--- config.mk ---
export PLATFORM = sky130hd
export DESIGN_NAME = fetch_sequencer
export DESIGN_NICKNAME = d
export VERILOG_FILES = /design/src/rtl/fetch_sequencer.sv
export SDC_FILE = /design/constraint.sdc
export NUM_CORES = 1
export LEC_CHECK = 0
export BUFFER_PORTS_ARGS = -buffer_cell sky130_fd_sc_hd__buf_2
export CORE_AREA = 2 2 101 103
export CTS_CLUSTER_SIZE = 30
export DETAILED_ROUTE_END_ITERATION = 16
export DIE_AREA = 0 0 103 105
export GPL_TIMING_DRIVEN = 0
export PLACE_DENSITY_LB_ADDON = 0.3
export SETUP_SLACK_MARGIN = 0.15
export SYNTH_ARGS = -nofsm -noshare
export SYNTH_HDL_FRONTEND = slang
export SYNTH_SLANG_ARGS = --single-unit
--- constraint.sdc ---
create_clock -name clk -period 2.95 [get_ports clk]
set_clock_uncertainty 0.05 [all_clocks]
set_input_delay 0.7375 -clock clk [delete_from_list [all_inputs] [get_ports clk]]
set_output_delay 0.7375 -clock clk [all_outputs]
set_load 0.02 [all_outputs]
--- src/rtl/fetch_sequencer.sv ---
// Instruction fetch sequencer: reset/IRQ vector loads, opcode and operand fetch,
// and the execution-unit handshake, all on a one-hot FSM with registered outputs.
module fetch_sequencer #(
    parameter int                 ADDR_W    = 16,
    parameter logic [ADDR_W-1:0]  RESET_VEC = 16'hFFFC,
    parameter logic [ADDR_W-1:0]  IRQ_VEC   = 16'hFFFE
) (
    input  logic              clk,
    input  logic              resetn,
    output logic [ADDR_W-1:0] mem_addr,
    output logic              mem_rd,
    input  logic              mem_ready,
    input  logic [7:0]        mem_rdata,
    input  logic [1:0]        op_len,
    input  logic              irq_n,
    input  logic              irq_mask,
    output logic              exec_valid,
    input  logic              exec_ready,
    input  logic              pc_load,
    input  logic [ADDR_W-1:0] pc_load_val,
    output logic [7:0]        ir,
    output logic [15:0]       oper,
    output logic [ADDR_W-1:0] pc,
    output logic              irq_ack,
    output logic              halted
);

    typedef enum logic [9:0] {
        S_RESET   = 10'b00_0000_0001,
        S_VEC_LO  = 10'b00_0000_0010,
        S_VEC_HI  = 10'b00_0000_0100,
        S_FETCH   = 10'b00_0000_1000,
        S_OPER_LO = 10'b00_0001_0000,
        S_OPER_HI = 10'b00_0010_0000,
        S_EXEC    = 10'b00_0100_0000,
        S_IRQ_LO  = 10'b00_1000_0000,
        S_IRQ_HI  = 10'b01_0000_0000,
        S_HALT    = 10'b10_0000_0000
    } state_t;

    state_t            state;
    // FETCH spends one extra cycle with no read so op_len reflects the new ir
    logic              decode;
    logic [ADDR_W-1:0] pc_inc, vec_lo, vec_hi, jump_pc;
    logic              irq_take;

    assign pc_inc   = pc + ADDR_W'(1);
    assign vec_lo   = ADDR_W'(mem_rdata);
    assign vec_hi   = ADDR_W'({mem_rdata, pc[7:0]});
    assign jump_pc  = pc_load ? pc_load_val : pc;
    assign irq_take = !irq_n && !irq_mask;

    always_ff @(posedge clk) begin
        if (!resetn) begin
            state      <= S_RESET;
            decode     <= 1'b0;
            pc         <= '0;
            ir         <= 8'hEA;
            oper       <= '0;
            mem_rd     <= 1'b0;
            mem_addr   <= '0;
            exec_valid <= 1'b0;
            irq_ack    <= 1'b0;
            halted     <= 1'b0;
        end else begin
            irq_ack <= 1'b0;
            unique case (state)
                S_RESET: begin
                    state    <= S_VEC_LO;
                    mem_rd   <= 1'b1;
                    mem_addr <= RESET_VEC;
                end
                S_VEC_LO: if (mem_ready) begin
                    pc       <= vec_lo;
                    state    <= S_VEC_HI;
                    mem_addr <= RESET_VEC + ADDR_W'(1);
                end
                S_VEC_HI: if (mem_ready) begin
                    pc       <= vec_hi;
                    state    <= S_FETCH;
                    mem_addr <= vec_hi;
                end
                S_FETCH: begin
                    if (decode) begin
                        decode <= 1'b0;
                        case (op_len)
                            2'd0: begin
                                state      <= S_EXEC;
                                exec_valid <= 1'b1;
                            end
                            2'd3: begin
                                state  <= S_HALT;
                                halted <= 1'b1;
                            end
                            default: begin
                                state    <= S_OPER_LO;
                                mem_rd   <= 1'b1;
                                mem_addr <= pc;
                            end
                        endcase
                    end else if (mem_ready) begin
                        ir       <= mem_rdata;
                        oper     <= '0;
                        pc       <= pc_inc;
                        decode   <= 1'b1;
                        mem_rd   <= 1'b0;
                        mem_addr <= '0;
                    end
                end
                S_OPER_LO: if (mem_ready) begin
                    oper[7:0] <= mem_rdata;
                    pc        <= pc_inc;
                    if (op_len == 2'd2) begin
                        state    <= S_OPER_HI;
                        mem_addr <= pc_inc;
                    end else begin
                        state      <= S_EXEC;
                        mem_rd     <= 1'b0;
                        mem_addr   <= '0;
                        exec_valid <= 1'b1;
                    end
                end
                S_OPER_HI: if (mem_ready) begin
                    oper[15:8] <= mem_rdata;
                    pc         <= pc_inc;
                    state      <= S_EXEC;
                    mem_rd     <= 1'b0;
                    mem_addr   <= '0;
                    exec_valid <= 1'b1;
                end
                S_EXEC: if (exec_ready) begin
                    exec_valid <= 1'b0;
                    pc         <= jump_pc;
                    mem_rd     <= 1'b1;
                    if (irq_take) begin
                        state    <= S_IRQ_LO;
                        irq_ack  <= 1'b1;
                        mem_addr <= IRQ_VEC;
                    end else begin
                        state    <= S_FETCH;
                        mem_addr <= jump_pc;
                    end
                end
                S_IRQ_LO: if (mem_ready) begin
                    pc       <= vec_lo;
                    state    <= S_IRQ_HI;
                    mem_addr <= IRQ_VEC + ADDR_W'(1);
                end
                S_IRQ_HI: if (mem_ready) begin
                    pc       <= vec_hi;
                    state    <= S_FETCH;
                    mem_addr <= vec_hi;
                end
                S_HALT: begin
                    halted <= 1'b1;
                end
                default: begin
                    state    <= S_RESET;
                    mem_rd   <= 1'b0;
                    mem_addr <= '0;
                end
            endcase
        end
    end

endmodule
==> run metrics <==
Fin Setup TNS 0 ns; CTS tree built; reg-to-reg slack, setup ~0.11 ns; nets about 700; hold path endpoint oper[9]; synthesized area roughly 4200 µm²; n_diodes 0; cts bufs inserted 9; antenna violations before repair 0; Final WS setup 0.1069 ns; Rows 36; dpl ws -0.2980 ns; Yosys Warn Count 0; top_reg_cell synth dfxtp_1; wire per inst 19.48 µm; Initial Util between 40% and 50%; DR iter-0 viols around 440; Hold Path Class reg -> reg; width of the die between 100 and 150 µm; EDFF count, synth 0; sequential share of power between 30% and 40%; Hold Path Cell Cnt 2; Req. time, crit path between 3 and 4 ns; asr flop ratio synth 0%; Total Power ~2.8 mW; worst skew pair latency about 0.37 ns; Period minus WS final approximately 2.8 ns; Non-Filler Instances 812; Final setup viols 0; Crit path arrival time a little over 3 ns; CTS Hold Bufs 0; die area 10,820 µm²; CTS root buf clkbuf_8; crit end category register; worst-case clock buffer depth 2; Psw roughly 960 µW; sequential area share after synthesis approximately a third; Pre-antenna DRT Iters 10; Rel. slew slack 43.67%; Yosys reg bits between 70 and 80; routability cong. ~0.94; Clock transition at path regs about 0.090 ns; layout cells sized above 1 30.34%; Post-Synthesis Cells around 550; Total GRT Usage between 20 and 30%; Sw Ratio a little over a third; chip height between 100 and 150 µm; first-pass GRT wire length ~24,000 µm; clock network power share around 34%; placed cells approximately 770; Max Freq 351.7 MHz; mean area per synthesized cell around 7.7 µm²; clock sink count between 70 and 80; Yosys cell types between 60 and 70; Fin. Hold Viols 0; Reg2Reg Depth 10; total of max-cap violations 0; Area growth, synth to finish 33.14%; critical path class reg -> reg; vias between 5,000 and 6,000; Pwr Density just under 500 nW/µm²; via/cell ratio 6.235; unrepaired setup endpoints after global routing true; fin crit share between 90% and 100%; core area around 9600 µm²; number of I/O port buffers 90; Max rail drop VDD 0.0002730 V; worst slew pin tran 0.8386 ns; leakage power 2.314 nW; Detail Route Antenna Nets 0; largest net degree at the start of global routing 15; Combinational Power Share between 20% and 30%; reg2reg start state[5]; HP Start oper[9]; syn_nets around 590; Slew Limit Fails 0; vias in the first global route ~4,700; hpwl dp 11,040 µm; io pins between 90 and 100; Pint about 1.8 mW; r2r endpoint mem_addr[14]; GRT overflow 0; crit-path max FO 6; startpoint types register; final WL ~16,000 µm; DRC errors left 0; status finished, final reports clean; H-tree levels 3
-- layout by cell type, fill, tap and decap left out, types with 4 or more instances in the layout --
| cell | netlist | final |
|---|---|---|
| buf_2 | 3 | 93 |
| nand2_1 | 81 | 80 |
| dfxtp_1 | 71 | 69 |
| a21oi_1 | 38 | 38 |
| o21ai_0 | 37 | 32 |
| nand3_1 | 33 | 32 |
| nor2_1 | 32 | 29 |
| clkbuf_1 | 34 | 20 |
| buf_4 | 1 | 19 |
| nor3_1 | 18 | 18 |
| a211oi_1 | 15 | 12 |
| buf_6 | 3 | 12 |
| clkbuf_2 | 1 | 11 |
| a31oi_1 | 10 | 9 |
| and3_1 | 9 | 9 |
| inv_1 | 9 | 9 |
| mux2i_1 | 9 | 9 |
| o2bb2ai_2 | 1 | 9 |
| nand4_1 | 9 | 9 |
| clkbuf_8 | 0 | 9 |
| mux2_2 | 7 | 7 |
| xnor2_1 | 7 | 7 |
| and4_1 | 6 | 6 |
| a22oi_1 | 6 | 6 |
| nor3b_1 | 6 | 6 |
| a22o_1 | 6 | 6 |
| o311ai_0 | 7 | 6 |
| o21ai_1 | 2 | 5 |
| ha_1 | 5 | 5 |
| o22ai_1 | 4 | 4 |
| o211a_1 | 4 | 4 |
| nand2b_1 | 5 | 4 |
| nor4_4 | 1 | 4 |
| nor2b_1 | 4 | 4 |
| nor4_1 | 9 | 4 |
| o2bb2ai_4 | 0 | 4 |
-- through the flow --
step,utilization [%],hold slack [ns],instance area (µm²)
6_report,58.62,0.4142,5650
4_1_cts,55.71,0.4173,5370
2_1_floorplan,-,0.4542,4244
3_3_place_gp,50.43,0.3895,4861
3_5_place_dp,50.43,0.3915,4861
5_1_grt,58.62,0.4341,5650
-- power groups by stage --
stage	Combinational (mW)	Clock, mW	Sequential, mW
floorplan	0.341	0	1.15
global placement	0.615	0	1.08
detailed placement	0.619	0	1.08
CTS	0.691	0.927	1.07
global route	0.821	0.970	1.08
finish	0.771	0.925	1.07
-- what timing repair did --
action	CTS	global route
setup endpoints to repair	59	60
hold endpoints to repair	0	0
cloned	1	0
resized for setup	34	66
pin swaps	4	15
buffers inserted	14	10
-- routing by layer --
metal | routed length, µm | vias up | track usage (%)
met5 | 0 | - | 0
met3 | 1843 | 71 | 5.886
met4 | 695 | 0 | 13.16
met2 | 7271 | 372 | 44.11
met1 | 6007 | 2321 | 37.34
li1 | - | 2299 | -
-- final cells by class --
class                   instances  area, µm²
repair buffers                115      669.4
inverters                       9      33.78
flip-flops and latches         71       1424
clock buffers                   9      123.9
fillers                       905       3989
plain buffers                  43      242.7
clock inverters                 7      103.9
multi-input cells             425       2887
well taps                     133      166.4
-- flip-flops by register name (all words and copies together), names as in the netlist --
signal and count:
exec_valid 1, mem_rd 1, mem_addr 16, state 10, decode 1, oper 16
ir 8, irq_ack 1, halted 1, pc 16
-- synthesized netlist by cell type, drive strengths merged (5+ instances only) --
library cell / count / area share [%]
a211oi: 15 / 2.7
a21oi: 38 / 4.5
a22o: 6 / 1.2
a22oi: 6 / 1.1
a31oi: 11 / 2.0
and3: 9 / 1.3
and4: 6 / 1.2
buf: 8 / 1.4
clkbuf: 35 / 3.1
dfxtp: 71 / 33
ha: 5 / 1.5
inv: 9 / 0.80
mux2: 7 / 1.9
mux2i: 9 / 2.1
nand2: 81 / 7.2
nand2b: 5 / 0.74
nand3: 33 / 3.9
nand4: 9 / 1.3
nor2: 32 / 2.8
nor3: 18 / 2.1
nor3b: 6 / 1.1
nor4: 11 / 2.1
o21ai: 39 / 4.6
o2bb2ai: 14 / 3.0
o311ai: 7 / 1.4
or4: 6 / 1.1
xnor2: 7 / 1.4
-- cell families after synthesis --
logic type               Yosys count  share of synthesized area, %
AO/OA/AOI/OAI                    164                         26.47
adder cells (fa/ha/maj)            5                         1.474
buffers and inverters             52                         5.336
XOR/XNOR                          10                         2.064
multiplexers                      16                         3.980
flip-flops                        71                         33.49
AND/OR/NAND/NOR                  230                         27.18
-- worst max-delay path: stages (launching register included) --
cell,delay (ns)
dfxtp_2,0.32
buf_6,0.11
or4_4,0.52
buf_6,0.14
or4_4,0.51
buf_8,0.14
a2bb2oi_4,0.15
o2bb2ai_4,0.17
a31oi_4,0.32
buf_6,0.20
o2bb2ai_4,0.11
-- worst max path at each step --
stage,from,cells past startpoint,to,slack (ns)
after global placement,state[1],9,mem_addr[2],-0.31
after floorplan,state[0],10,mem_addr[10],0.28
after global routing,state[5],10,mem_addr[14],-0.02
after detailed placement,state[0],8,pc[2],-0.30
after CTS,state[5],9,pc[10],0.06
final,state[5],10,mem_addr[14],0.11
(Power assumes the default switching activity.)
